[src/rtl/ram_arbiter_pkg.sv]
// Shared types for the two-port RAM arbiter.
// Port identifiers, the read-return tag and the grant-selection helper.
package ram_arbiter_pkg;

  typedef enum logic {
    PORT_A = 1'b0,
    PORT_B = 1'b1
  } port_e;

  typedef struct packed {
    logic  vld;
    port_e port;
  } rd_tag_t;

  // Winner among eligible ports; only meaningful when ea | eb.
  function automatic port_e arb_pick(
    input logic  ea,
    input logic  eb,
    input port_e last,
    input logic  fixed
  );
    if (!eb) return PORT_A;
    if (!ea) return PORT_B;
    if (fixed) return PORT_A;
    return (last == PORT_A) ? PORT_B : PORT_A;
  endfunction

endpackage

[src/rtl/ram_arbiter.sv]
// Two-master request/ack arbiter in front of RAM_sync.
// One access per cycle; read data returned with a per-port valid.
module ram_arbiter
  import ram_arbiter_pkg::*;
#(
  parameter int A          = 10,
  parameter int D          = 8,
  parameter bit FIXED_PRIO = 1'b0
) (
  input  logic         clk,
  input  logic         reset_n,
  input  logic         req_a,
  input  logic         req_b,
  input  logic         we_a,
  input  logic         we_b,
  input  logic [A-1:0] addr_a,
  input  logic [A-1:0] addr_b,
  input  logic [D-1:0] wdata_a,
  input  logic [D-1:0] wdata_b,
  output logic         ack_a,
  output logic         ack_b,
  output logic         rvalid_a,
  output logic         rvalid_b,
  output logic [D-1:0] rdata,
  output logic [A-1:0] ram_addr,
  output logic [D-1:0] ram_din,
  output logic         ram_we,
  input  logic [D-1:0] ram_dout
);

  logic         ack_a_q, ack_a_d;
  logic         ack_b_q, ack_b_d;
  logic         rvalid_a_q, rvalid_a_d;
  logic         rvalid_b_q, rvalid_b_d;
  logic [A-1:0] ram_addr_q, ram_addr_d;
  logic [D-1:0] ram_din_q, ram_din_d;
  logic         ram_we_q, ram_we_d;
  port_e        last_q, last_d;
  rd_tag_t      tag_q, tag_d;

  logic  elig_a;
  logic  elig_b;
  port_e sel;

  // The ack cycle masks a still-held request.
  assign elig_a = req_a & ~ack_a_q;
  assign elig_b = req_b & ~ack_b_q;
  assign sel    = arb_pick(elig_a, elig_b, last_q,
                           logic'(FIXED_PRIO));

  always_comb begin
    ack_a_d    = 1'b0;
    ack_b_d    = 1'b0;
    ram_we_d   = 1'b0;
    ram_addr_d = ram_addr_q;
    ram_din_d  = ram_din_q;
    last_d     = last_q;
    tag_d      = '0;
    rvalid_a_d = tag_q.vld & (tag_q.port == PORT_A);
    rvalid_b_d = tag_q.vld & (tag_q.port == PORT_B);
    if (elig_a | elig_b) begin
      last_d = sel;
      unique case (sel)
        PORT_A: begin
          ack_a_d    = 1'b1;
          ram_addr_d = addr_a;
          ram_din_d  = wdata_a;
          ram_we_d   = we_a;
          tag_d.vld  = ~we_a;
          tag_d.port = PORT_A;
        end
        PORT_B: begin
          ack_b_d    = 1'b1;
          ram_addr_d = addr_b;
          ram_din_d  = wdata_b;
          ram_we_d   = we_b;
          tag_d.vld  = ~we_b;
          tag_d.port = PORT_B;
        end
      endcase
    end
  end

  always_ff @(posedge clk or negedge reset_n) begin
    if (!reset_n) begin
      ack_a_q    <= 1'b0;
      ack_b_q    <= 1'b0;
      rvalid_a_q <= 1'b0;
      rvalid_b_q <= 1'b0;
      ram_addr_q <= '0;
      ram_din_q  <= '0;
      ram_we_q   <= 1'b0;
      last_q     <= PORT_B;
      tag_q      <= '0;
    end else begin
      ack_a_q    <= ack_a_d;
      ack_b_q    <= ack_b_d;
      rvalid_a_q <= rvalid_a_d;
      rvalid_b_q <= rvalid_b_d;
      ram_addr_q <= ram_addr_d;
      ram_din_q  <= ram_din_d;
      ram_we_q   <= ram_we_d;
      last_q     <= last_d;
      tag_q      <= tag_d;
    end
  end

  assign ack_a    = ack_a_q;
  assign ack_b    = ack_b_q;
  assign rvalid_a = rvalid_a_q;
  assign rvalid_b = rvalid_b_q;
  assign ram_addr = ram_addr_q;
  assign ram_din  = ram_din_q;
  assign ram_we   = ram_we_q;
  assign rdata    = ram_dout;

endmodule

[config.mk]
export PLATFORM = sky130hd
export DESIGN_NAME = ram_arbiter
export DESIGN_NICKNAME = d
export VERILOG_FILES = /design/src/rtl/ram_arbiter_pkg.sv /design/src/rtl/ram_arbiter.sv
export SDC_FILE = /design/constraint.sdc
export NUM_CORES = 1
export LEC_CHECK = 0
export BUFFER_PORTS_ARGS = -buffer_cell sky130_fd_sc_hd__buf_2
export CAP_MARGIN = 20
export CELL_PAD_IN_SITES_DETAIL_PLACEMENT = 1
export CELL_PAD_IN_SITES_GLOBAL_PLACEMENT = 1
export CORE_MARGIN = 4
export CORE_UTILIZATION = 32
export DETAILED_ROUTE_END_ITERATION = 16
export GPL_ROUTABILITY_DRIVEN = 0
export PLACE_DENSITY_LB_ADDON = 0.1
export SLEW_MARGIN = 20
export SYNTH_ARGS = -nofsm -noshare
export SYNTH_HDL_FRONTEND = slang
export SYNTH_SLANG_ARGS = --single-unit
export TNS_END_PERCENT = 5
[constraint.sdc]
create_clock -name clk -period 3.73 [get_ports clk]
set_input_delay 0 -clock clk [delete_from_list [all_inputs] [get_ports clk]]
set_output_delay 0 -clock clk [all_outputs]
set_load 0.005 [all_outputs]
* Word level (Yosys, flattened, before mapping) *
Index checks and enable logic that the tools add are counted.

cells by class
  multiplexer cells = 17
  bitwise gates (word level) = 11

operator list
  kind           count
  $pmux W10 S2   1
  $pmux W8 S2    1
  $mux W1        12
  $not A1 Y1     6
  $and A1 B1 Y1  4
  $pmux W2 S2    1
  $mux W2        1
  $pmux W1 S2    1
  $or A1 B1 Y1   1

word-level totals
  register bits after elaboration = 26
  input port bits = 50
  output and inout bits = 31
  logic and storage cells = 38

* Logic depth before layout (Yosys ltp) *
Gate-level depths: netlist (run 1).

  word-level depth = 9
  mapped depth = 5
  gate-level depth less buffers = 3

* Worst setup path after synthesis (run 1) *
Ideal clock, no wire load.

  kind = register -> register
  start = register ack_b_q, in the netlist ack_b
  end = register ram_addr_q[3], in the netlist ram_addr[3]
  library setup time = 0.126 ns
  arrival time = 1.177 ns
  required time = 3.604 ns
  path slack = 2.427 ns
  cell stages (with the launch flop) = 6
  buffers on the path = 2
  clock period less this slack = 1.303 ns
  path through = dfrtp_1 -> nor2b_1 -> buf_6 -> a21boi_4 -> buf_6 -> a221o_1

on the way
  longest elaborated chain between the ends = 5
  elaborated cells on any way between the ends = 6
  classes of those cells = 2 x mux; 4 x bitwise

ends and longest elaborated chain
  element                 RTL line               RTL
  start, declared         ram_arbiter.sv:32      logic ack_b_q, ack_b_d;
  start signal, assigned  ram_arbiter.sv:97      ack_b_q <= ack_b_d;
  $not A1 Y1 (*)          ram_arbiter.sv:47      assign elig_b = req_b & ~ack_b_q;
  $and A1 B1 Y1 (*)       ram_arbiter.sv:47
  $mux W1                 ram_arbiter_pkg.sv:23  if (!ea) return PORT_B;
  $not A1 Y1              --
  $pmux W10 S2            ram_arbiter.sv:63      unique case (sel)
  end signal, assigned    ram_arbiter.sv:100     ram_addr_q <= ram_addr_d;
  end, declared           ram_arbiter.sv:35      logic [A-1:0] ram_addr_q, ram_addr_d;

Mark *: on every way between the ends. The rest lies on a longest branch, timed or not.
A chain may end at the register's enable or synchronous reset.

* Worst setup path in the final report (run 1) *
  start = register ack_b_q, in the netlist ack_b
  end = register ram_din_q[1], in the netlist ram_din[1]

on the way
  longest elaborated chain between the ends = 5
  elaborated cells on any way between the ends = 6
  classes of those cells = 2 x mux; 4 x bitwise

ends and longest elaborated chain
  element               RTL line               RTL
  $not A1 Y1 (*)        ram_arbiter.sv:47
  $and A1 B1 Y1 (*)     ram_arbiter.sv:47
  $mux W1               ram_arbiter_pkg.sv:23
  $not A1 Y1            --
  $pmux W8 S2           ram_arbiter.sv:63
  end signal, assigned  ram_arbiter.sv:101     ram_din_q <= ram_din_d;
  end, declared         ram_arbiter.sv:36      logic [D-1:0] ram_din_q, ram_din_d;

Marks and branches as above.

==> results of run 1 <==
cells by family (layout without fill, tap and decap cells):
family / after synthesis / in the layout / synth area share [%]
AND/OR/NAND/NOR: 26 / 26 / 16.25
flip-flops: 25 / 25 / 53.93
AO/OA/AOI/OAI: 22 / 22 / 19.16
buffers and inverters: 17 / 112 / 10.66
area by class of cell:
| class | instances | area (µm²) | share of cell area (%) |
|---|---|---|---|
| clock inverters | 1 | 5.005 | 0.2676 |
| multi-input cells | 48 | 411.6 | 22.01 |
| well taps | 46 | 57.56 | 3.077 |
| inverters | 1 | 3.754 | 0.2007 |
| repair buffers | 107 | 743.2 | 39.73 |
| clock buffers | 3 | 22.52 | 1.204 |
| flip-flops and latches | 25 | 626.9 | 33.51 |
cells in the mapped netlist, types with 2 or more instances:
cell	count
buf_4	9
nor2b_1	2
buf_2	3
buf_6	3
a221o_1	18
a21o_1	2
dfrtp_1	24
nor3b_1	18
power breakdown:
group          internal (mW)  switching [mW]
combinational          0.202           0.122
clock                 0.0402          0.0834
sequential             0.335          0.0341
per-stage QoR:
stage,setup WS [ns],total power [mW],hold WS [ns]
after global placement,2.085,0.6034,0.00006013
final,1.442,0.8159,0.000002252
after global routing,1.297,0.8729,0.000007966
after CTS,1.431,0.8198,0.00006013
after detailed placement,2.015,0.6100,0.00006013
after floorplan,2.427,0.5094,-0.2956
how the worst min path moves through the flow:
stage | to
finish | rdata[6]
global route | rdata[6]
CTS | rdata[6]
detailed placement | rdata[6]
global placement | rdata[6]
floorplan | ack_a
layout by cell type, fill, tap and decap left out:
| master | Yosys | final |
|---|---|---|
| a21boi_4 | 1 | 1 |
| buf_2 | 3 | 64 |
| nor2_1 | 1 | 1 |
| nand2b_1 | 1 | 1 |
| a221o_1 | 18 | 18 |
| and2b_1 | 1 | 1 |
| dfrtp_1 | 24 | 24 |
| buf_4 | 9 | 3 |
| clkinv_2 | 0 | 1 |
| a21o_1 | 2 | 2 |
| dlygate4sd3_1 | 0 | 40 |
| nor2b_1 | 2 | 2 |
| nor3b_1 | 18 | 18 |
| nor3b_2 | 1 | 1 |
| clkbuf_4 | 0 | 3 |
| nor3_1 | 1 | 1 |
| dfstp_2 | 1 | 1 |
| and2_1 | 1 | 1 |
| a22o_1 | 1 | 1 |
| inv_1 | 1 | 1 |
flip-flops by register name (all words and copies together), names as in the netlist:
name,flops
ack_b,1
rvalid_b,1
ack_a,1
last_q,1
rvalid_a,1
ram_addr,10
ram_din,8
tag_q,1
ram_we,1
layer usage:
layer / track usage [%] / share of wire, %
met5: 0 / 0
met4: 3.474 / 1.1
met3: 4.598 / 5.9
met2: 30.45 / 54
met1: 19.27 / 39
critical path: cells and delay by family, from the launching register on:
kind	cells	cell delay (ns)
compound gates	2	0.83
buf+inv	2	0.80
flops	1	0.45
simple gates	1	0.14
repair_timing:
action                                 4_1_cts  5_1_grt
hold buffers                                40        0
buffers inserted                             0        0
endpoints found under the hold margin       44        0
==> reports/results.ini, run 1 <==
[cts]
numCtsBuffers=3
post_cts_resized=0
clk_latency_ns=0.32
cts.sinks=25
clockBufferDepth=2
clockRootBuffer=clkbuf_4
cts_tree=yes
htree_levels=1
cts.clk_slew.worst_paths_ns=0.15

[critical_path]
end_kind=flop
path_class=flop to flop
crit_end=ram_din[1]
cp_max_fo=21
worst_path_max_delay_cell=a21boi_4
slowest_delay_ns=0.57
r2r-start=ack_b
worstReg2RegEnd=ram_din[1]
path_cells=nor2b_1, buf_4, a21boi_4, a221o_1, dlygate4sd3_1
crit_path_start=ack_b
rr_worst_depth=5
critPathRequiredTime_ns=3.99
crit_arrival_ns=2.55
reg2reg_slack_ns=1.44
cp-start-kind=flop

[drt]
drc=0
wl_um=3622
routedWlPerCell_um=15.68
dr.pass1.iters=4
drt_iter0_drc=45
drtAntennaViolNets=0
num_vias=1104
via_per_inst=4.779

[timing]
rsz0062_at_grt=false
tightest_slew_ns=0.6058
fin_crit_ns=2.288
setup_viol=0
fin_tns_setup_ns=0
skew_ns=0.01136
fmaxAchievable_mhz=437.1
fin_crit_sh_pct=61.33
hold_viol=0
drv_slew=0
slew_headroom_pct=59.51

[global_routing]
grt_pass1_wl_um=5789
grt_use_total_pct=16.67
grt-ovfl-total=0
grt_pass1_vias=1222
antenna_found_initial=0
grt_start_max_net_pins=26

[finish]
postLayoutCellArea_um2=1871
nets=236
final_cells=231
fin_util_pct=54.76
area_delta_synth_final_pct=60.93
drive_gt1_share_pct=40.00
fill_cells=388
diodes=0

[synth]
synthArstFlopShare_pct=100.0
synthDistinctLibCells=19
synth_area_leaders=dfrtp_1 (52%), a221o_1 (16%), nor3b_1 (12%)
syn-cell-area_um2=1162
synthesis.nets=140
syn_avg_cell_area_um2=12.92
synth_warnings=0
synth-edff-count=0
synth_seq_cells=25
synth_cells=90
synth_top_cell_area_share_pct=51.67
ys_seq_area_share_pct=53.93
yosysTopAreaCell=dfrtp_1
ys.flop_type=dfrtp_1

[power]
peakVddDrop_mv=0.3354
leakage_nw=0.9244
p_per_area_nw_per_um2=436.2

[min_path]
min_path_type=input port to output port
min-delay-start=ram_dout[6]
worstHoldPathCells=0

[placed_design]
io_buffers=64
dp_cells=187
placed_area_um2=1443
dp_hpwl_um=2296

[floorplan]
std_cell_rows=21
coreArea_um2=3416
die_w_um=68.27
io_pins=81
die_area_um2=4661
initial_utilization_pct=34.03
chipHeight_um=68.27

[job]
cap_violations=0

[run_status]
status=completed

No activity file was read; power rests on OpenSTA's default activity.
==> inputs of run 2 (changes only) <==
- CORE_UTILIZATION: 32 -> 29
- clock period: 3.73 -> 2.4 ns (I/O delays scaled with it)
==> reports/results.ini, run 2 (synthesized netlist as in run 1, its figures left out) <==
[run_status]
status=completed  ; unchanged

[floorplan]
coreArea_um2=3771  ; was 3416 µm²
die_w_um=71.31  ; was 68.27 µm
chipHeight_um=71.31  ; was 68.27 µm
std_cell_rows=22  ; was 21
initial_utilization_pct=30.82  ; was 34.03%
die_area_um2=5085  ; was 4661 µm²
io_pins=81  ; unchanged

[critical_path]
reg2reg_slack_ns=0.23  ; was 1.44 ns
critPathBufInv=1  ; was 2
end_kind=flop  ; unchanged
path_class=flop to flop  ; unchanged
rr_worst_depth=4  ; was 5
cp-start-kind=flop  ; unchanged
crit_arrival_ns=2.33  ; was 2.55 ns
critical_path.top_delay_family=compound AO/OA/AOI/OAI gates  ; unchanged
worstReg2RegEnd=ram_addr[9]  ; was ram_din[1]
cp_max_fo=21  ; unchanged
critPathRequiredTime_ns=2.55  ; was 3.99 ns
worst_path_max_delay_cell=dlygate4sd3_1  ; was a21boi_4
path_cells=nor2b_2, a21boi_4, a221o_1, dlygate4sd3_1  ; was nor2b_1, buf_4, a21boi_4, a221o_1, dlygate4sd3_1
r2r-start=ack_a  ; was ack_b
slowest_delay_ns=0.57  ; about the same

[finish]
final_common_cell=buf_2  ; unchanged
nets=236  ; unchanged
postLayoutCellArea_um2=1891  ; was 1871 µm²
drive_gt1_share_pct=40.54  ; was 40.00%
largest_reg_flops=10  ; unchanged
diodes=0  ; unchanged
multi_input_area_um2=414.1  ; was 411.6 µm²
final-seq-area_um2=626.9  ; unchanged
fill_cells=416  ; was 388
mostFrequentLayoutCells=buf_2 (64), dlygate4sd3_1 (39), dfrtp_1 (24)  ; was buf_2 (64), dlygate4sd3_1 (40), dfrtp_1 (24)
area_delta_synth_final_pct=62.65  ; was 60.93%

[drt]
routedWlPerCell_um=15.92  ; was 15.68 µm
wl_um=3709  ; was 3622 µm
drt_iter0_drc=45  ; unchanged
num_vias=1110  ; was 1,104
drc=0  ; unchanged
via_per_inst=4.764  ; was 4.779
drtAntennaViolNets=0  ; unchanged
dr.pass1.iters=2  ; was 4

[placed_design]
io_buffers=64  ; unchanged
placed_area_um2=1455  ; was 1443 µm²
dp_hpwl_um=2395  ; was 2296 µm

[global_routing]
grt_pass1_wl_um=6210  ; was 5789 µm
grt_pass1_vias=1240  ; was 1,222
grt_start_max_net_pins=26  ; unchanged
grt_use_total_pct=15.63  ; was 16.67%
grt-ovfl-total=0  ; unchanged
antenna_found_initial=0  ; unchanged

[power]
leakage_nw=0.9314  ; was 0.9244 nW
peakVddDrop_mv=0.2544  ; was 0.3354 mV
power_frac_clock_pct=18.8  ; was 15.1%
p_per_area_nw_per_um2=702.7  ; was 436.2 nW/µm²
p_sw_mw=0.3722  ; was 0.2390 mW
pwr-share-seq_pct=43.4  ; was 45.2%
p_sw_share_pct=28.02  ; was 29.29%
internal_power_mw=0.9563  ; was 0.5769 mW
pwr-share-comb_pct=37.9  ; was 39.7%

[cts]
clockBufferDepth=2  ; unchanged
cts.clk_slew.worst_paths_ns=0.08  ; was 0.15 ns
numCtsBuffers=3  ; unchanged
cts_tree=yes  ; unchanged
post_cts_resized=0  ; unchanged
htree_levels=1  ; unchanged
cts.sinks=25  ; unchanged
clk_latency_ns=0.27  ; was 0.32 ns
clockRootBuffer=clkbuf_8  ; was clkbuf_4

[job]
cap_violations=0  ; unchanged

[timing]
drv_slew=0  ; unchanged
fin_tns_setup_ns=0  ; unchanged
hold-worst-slack_ns=0.000001969  ; was 0.000002252 ns
setup_viol=0  ; unchanged
fmaxAchievable_mhz=460.2  ; was 437.1 MHz
fin_crit_ns=2.173  ; was 2.288 ns
skew_ns=0.001167  ; was 0.01136 ns
tightest_slew_ns=0.5839  ; was 0.6058 ns
slew_headroom_pct=60.97  ; was 59.51%
hold_viol=0  ; unchanged
rsz0062_at_grt=false  ; unchanged
fin_crit_sh_pct=90.55  ; was 61.33%

[min_path]
min_path_type=input port to output port  ; unchanged
min-delay-start=ram_dout[6]  ; unchanged
worstHoldPathCells=0  ; unchanged
hold_end=rdata[6]  ; unchanged

-- run 2: how the worst max path moves through the flow --
stage	from	endpoint	slack, ns	cells past startpoint
floorplan	ack_b	ram_addr[3]	1.10	5
global placement	ack_a	ram_addr[0]	0.87	3
detailed placement	ack_a	ram_din[4]	0.78	3
CTS	ack_a	ram_addr[9]	0.24	4
global route	ack_a	ram_din[5]	0.07	4
finish	ack_a	ram_addr[9]	0.23	4
-- run 2: layout make-up --
type,instances,share of cell area (%)
Tap cell,48,3.177
Clock buffer,4,2.383
Sequential cell,25,33.16
Multi-Input combinational cell,48,21.91
Inverter,1,0.1985
Timing Repair Buffer,107,39.18
-- run 2: stage by stage --
stage / setup WS, ns / util (%) / power [mW] / cells
after global placement: 0.8681 / 38.59 / 0.9454 / 190
after global routing: 0.07332 / 50.13 / 1.431 / 233
after floorplan: 1.097 / - / 0.7917 / 90
after CTS: 0.2372 / 50.13 / 1.341 / 233
after detailed placement: 0.7789 / 38.59 / 0.9529 / 190
final: 0.2269 / 50.13 / 1.329 / 233
-- run 2: power by group through the flow --
stage / clock network [mW] / registers, mW / logic (mW)
after global routing: 0.281 / 0.590 / 0.559
after global placement: 0 / 0.582 / 0.363
after CTS: 0.261 / 0.578 / 0.502
after detailed placement: 0 / 0.584 / 0.368
final: 0.249 / 0.576 / 0.503
after floorplan: 0 / 0.584 / 0.207
-- run 2: worst reg2reg max path: stages, from the launching register on --
cell           delay, ns
dfrtp_1             0.41
nor2b_2             0.41
a21boi_4            0.26
a221o_1             0.41
dlygate4sd3_1       0.57
-- run 2: routing by layer --
| metal | up-vias | track usage (%) | routed length (µm) |
|---|---|---|---|
| li1 | 525 | - | - |
| met5 | - | 0 | 0 |
| met2 | 59 | 24.18 | 1647 |
| met4 | 0 | 8.768 | 150 |
| met3 | 19 | 3.787 | 311 |
| met1 | 507 | 19.86 | 1599 |
-- run 2: timing repair --
action                                  CTS  global route
hold buffers                             39             0
setup buffers                             0             0
hold endpoints to repair                 43             0
endpoints found under the setup margin    0             0
==> inputs of run 3 (changes only) <==
- CORE_UTILIZATION: 29 -> 31
- CTS_BUF_LIST: not set -> sky130_fd_sc_hd__clkbuf_8
==> reports/results.ini, run 3 (synthesized netlist as in run 1, its figures left out) <==
[power]
leakage_nw=0.9290  ; was 0.9314 nW
power_frac_clock_pct=19.0  ; was 18.8%
p_sw_mw=0.3795  ; was 0.3722 mW
pwr-share-seq_pct=43.2  ; was 43.4%
total_power_mw=1.330  ; was 1.329 mW
pwr-share-comb_pct=37.9  ; about the same
p_sw_share_pct=28.54  ; was 28.02%
p_per_area_nw_per_um2=706.7  ; was 702.7 nW/µm²
internal_power_mw=0.9503  ; was 0.9563 mW
peakVddDrop_mv=0.2618  ; was 0.2544 mV

[drt]
drc=0  ; unchanged
wl_um=3667  ; was 3709 µm
drt_iter0_drc=46  ; was 45
dr.pass1.iters=4  ; was 2
via_per_inst=4.878  ; was 4.764
drtAntennaViolNets=0  ; unchanged
num_vias=1122  ; was 1,110
routedWlPerCell_um=15.94  ; was 15.92 µm

[critical_path]
critPathBufInv=2  ; was 1
crit_arrival_ns=2.47  ; was 2.33 ns
end_kind=flop  ; unchanged
critPathRequiredTime_ns=2.61  ; was 2.55 ns
cp-start-kind=flop  ; unchanged
path_class=flop to flop  ; unchanged
reg2reg_slack_ns=0.14  ; was 0.23 ns
slowest_delay_ns=0.59  ; was 0.57 ns
cp_max_fo=12  ; was 21
critical_path.top_delay_family=buffers and inverters  ; was compound AO/OA/AOI/OAI gates
worst_path_max_delay_cell=dfstp_2  ; was dlygate4sd3_1
path_cells=nor3b_2, nor2_1, buf_4, a221o_1, dlygate4sd3_1  ; was nor2b_2, a21boi_4, a221o_1, dlygate4sd3_1

[floorplan]
std_cell_rows=21  ; was 22
die_area_um2=4793  ; was 5085 µm²
io_pins=81  ; unchanged
initial_utilization_pct=33.51  ; was 30.82%
coreArea_um2=3468  ; was 3771 µm²
chipHeight_um=69.24  ; was 71.31 µm
die_w_um=69.24  ; was 71.31 µm

[global_routing]
grt_use_total_pct=15.37  ; was 15.63%
grt_pass1_vias=1264  ; was 1,240
grt_start_max_net_pins=26  ; unchanged
antenna_found_initial=0  ; unchanged
grt_pass1_wl_um=6065  ; was 6210 µm
grt-ovfl-total=0  ; unchanged

[cts]
cts.clk_slew.worst_paths_ns=0.09  ; was 0.08 ns
clockBufferDepth=2  ; unchanged
numCtsBuffers=3  ; unchanged
postCtsSetupBuffers=0  ; unchanged
cts_tree=yes  ; unchanged
htree_levels=1  ; unchanged
post_cts_resized=0  ; unchanged
cts.sinks=25  ; unchanged
ctsHoldBuffers=39  ; unchanged
clk_latency_ns=0.27  ; about the same
clockRootBuffer=clkbuf_8  ; unchanged

[timing]
fin_crit_sh_pct=94.26  ; was 90.55%
tightest_slew_ns=0.6562  ; was 0.5839 ns
timing.final.ws_setup_ns=0.1377  ; was 0.2269 ns
fmaxAchievable_mhz=442.0  ; was 460.2 MHz
slew_headroom_pct=56.09  ; was 60.97%
hold-worst-slack_ns=0.000002252  ; was 0.000001969 ns
setup_viol=0  ; unchanged
rsz0062_at_grt=false  ; unchanged
fin_crit_ns=2.262  ; was 2.173 ns
hold_viol=0  ; unchanged
drv_slew=0  ; unchanged
fin_tns_setup_ns=0  ; unchanged
skew_ns=0.004807  ; was 0.001167 ns

[finish]
diodes=0  ; unchanged
area_delta_synth_final_pct=61.89  ; was 62.65%
fin_util_pct=54.26  ; was 50.13%
largest_reg_flops=10  ; unchanged
nets=235  ; was 236
mostFrequentLayoutCells=buf_2 (64), dlygate4sd3_1 (39), dfrtp_1 (24)  ; unchanged
drive_gt1_share_pct=40.76  ; was 40.54%
final_cells=230  ; was 233
final_common_cell=buf_2  ; unchanged
postLayoutCellArea_um2=1882  ; was 1891 µm²

[placed_design]
placed_area_um2=1445  ; was 1455 µm²
dp_hpwl_um=2326  ; was 2395 µm
post-place-ws_ns=0.7193  ; was 0.7789 ns
io_buffers=64  ; unchanged
dp_cells=187  ; was 190

[job]
cap_violations=0  ; unchanged

[min_path]
min_path_type=input port to output port  ; unchanged

[run_status]
status=completed  ; unchanged

run 3: cell count changes in the layout (fill, tap and decap cells not counted):
cell      change
clkbuf_1      -1
buf_4         -1
clkinv_2      +1
run 3: layer usage:
metal | GRT usage (%) | up-vias | share of wire [%]
met5 | 0 | - | 0
met3 | 3.188 | 12 | 5.6
met2 | 27.01 | 37 | 53
met1 | 18.80 | 553 | 40
met4 | 4.555 | 0 | 1.5
li1 | - | 520 | -
run 3: path summary, 6_finish.rpt:
path	cells after the start	end	start
min reg2reg	1	rvalid_a	tag_q[1]
min in group asynchronous	2	ack_b	reset_n
min	0	rdata[6]	ram_dout[6]
max in group asynchronous	2	ram_addr[4]	reset_n
max	5	ram_din[5]	last_q
max reg2reg	5	ram_din[5]	last_q
run 3: worst reg2reg max path, stage by stage, from the launching register on:
cell,delay [ns]
dfstp_2,0.59
nor3b_2,0.07
nor2_1,0.51
buf_4,0.31
a221o_1,0.17
dlygate4sd3_1,0.56
run 3: power groups by stage:
stage               sequential (mW)  combinational [mW]  clock [mW]
floorplan                     0.584               0.207           0
global placement              0.577               0.359           0
detailed placement            0.581               0.367           0
CTS                           0.576               0.500       0.262
global route                  0.590               0.550       0.279
finish                        0.574               0.504       0.252
run 3: layout make-up:
class | instances | area (µm²)
Clock buffer | 3 | 41.29
Multi-Input combinational cell | 48 | 414.1
Tap cell | 46 | 57.56
Timing Repair Buffer | 106 | 733.2
Clock inverter | 1 | 5.005
Sequential cell | 25 | 626.9
Fill cell | 413 | 1587
Inverter | 1 | 3.754
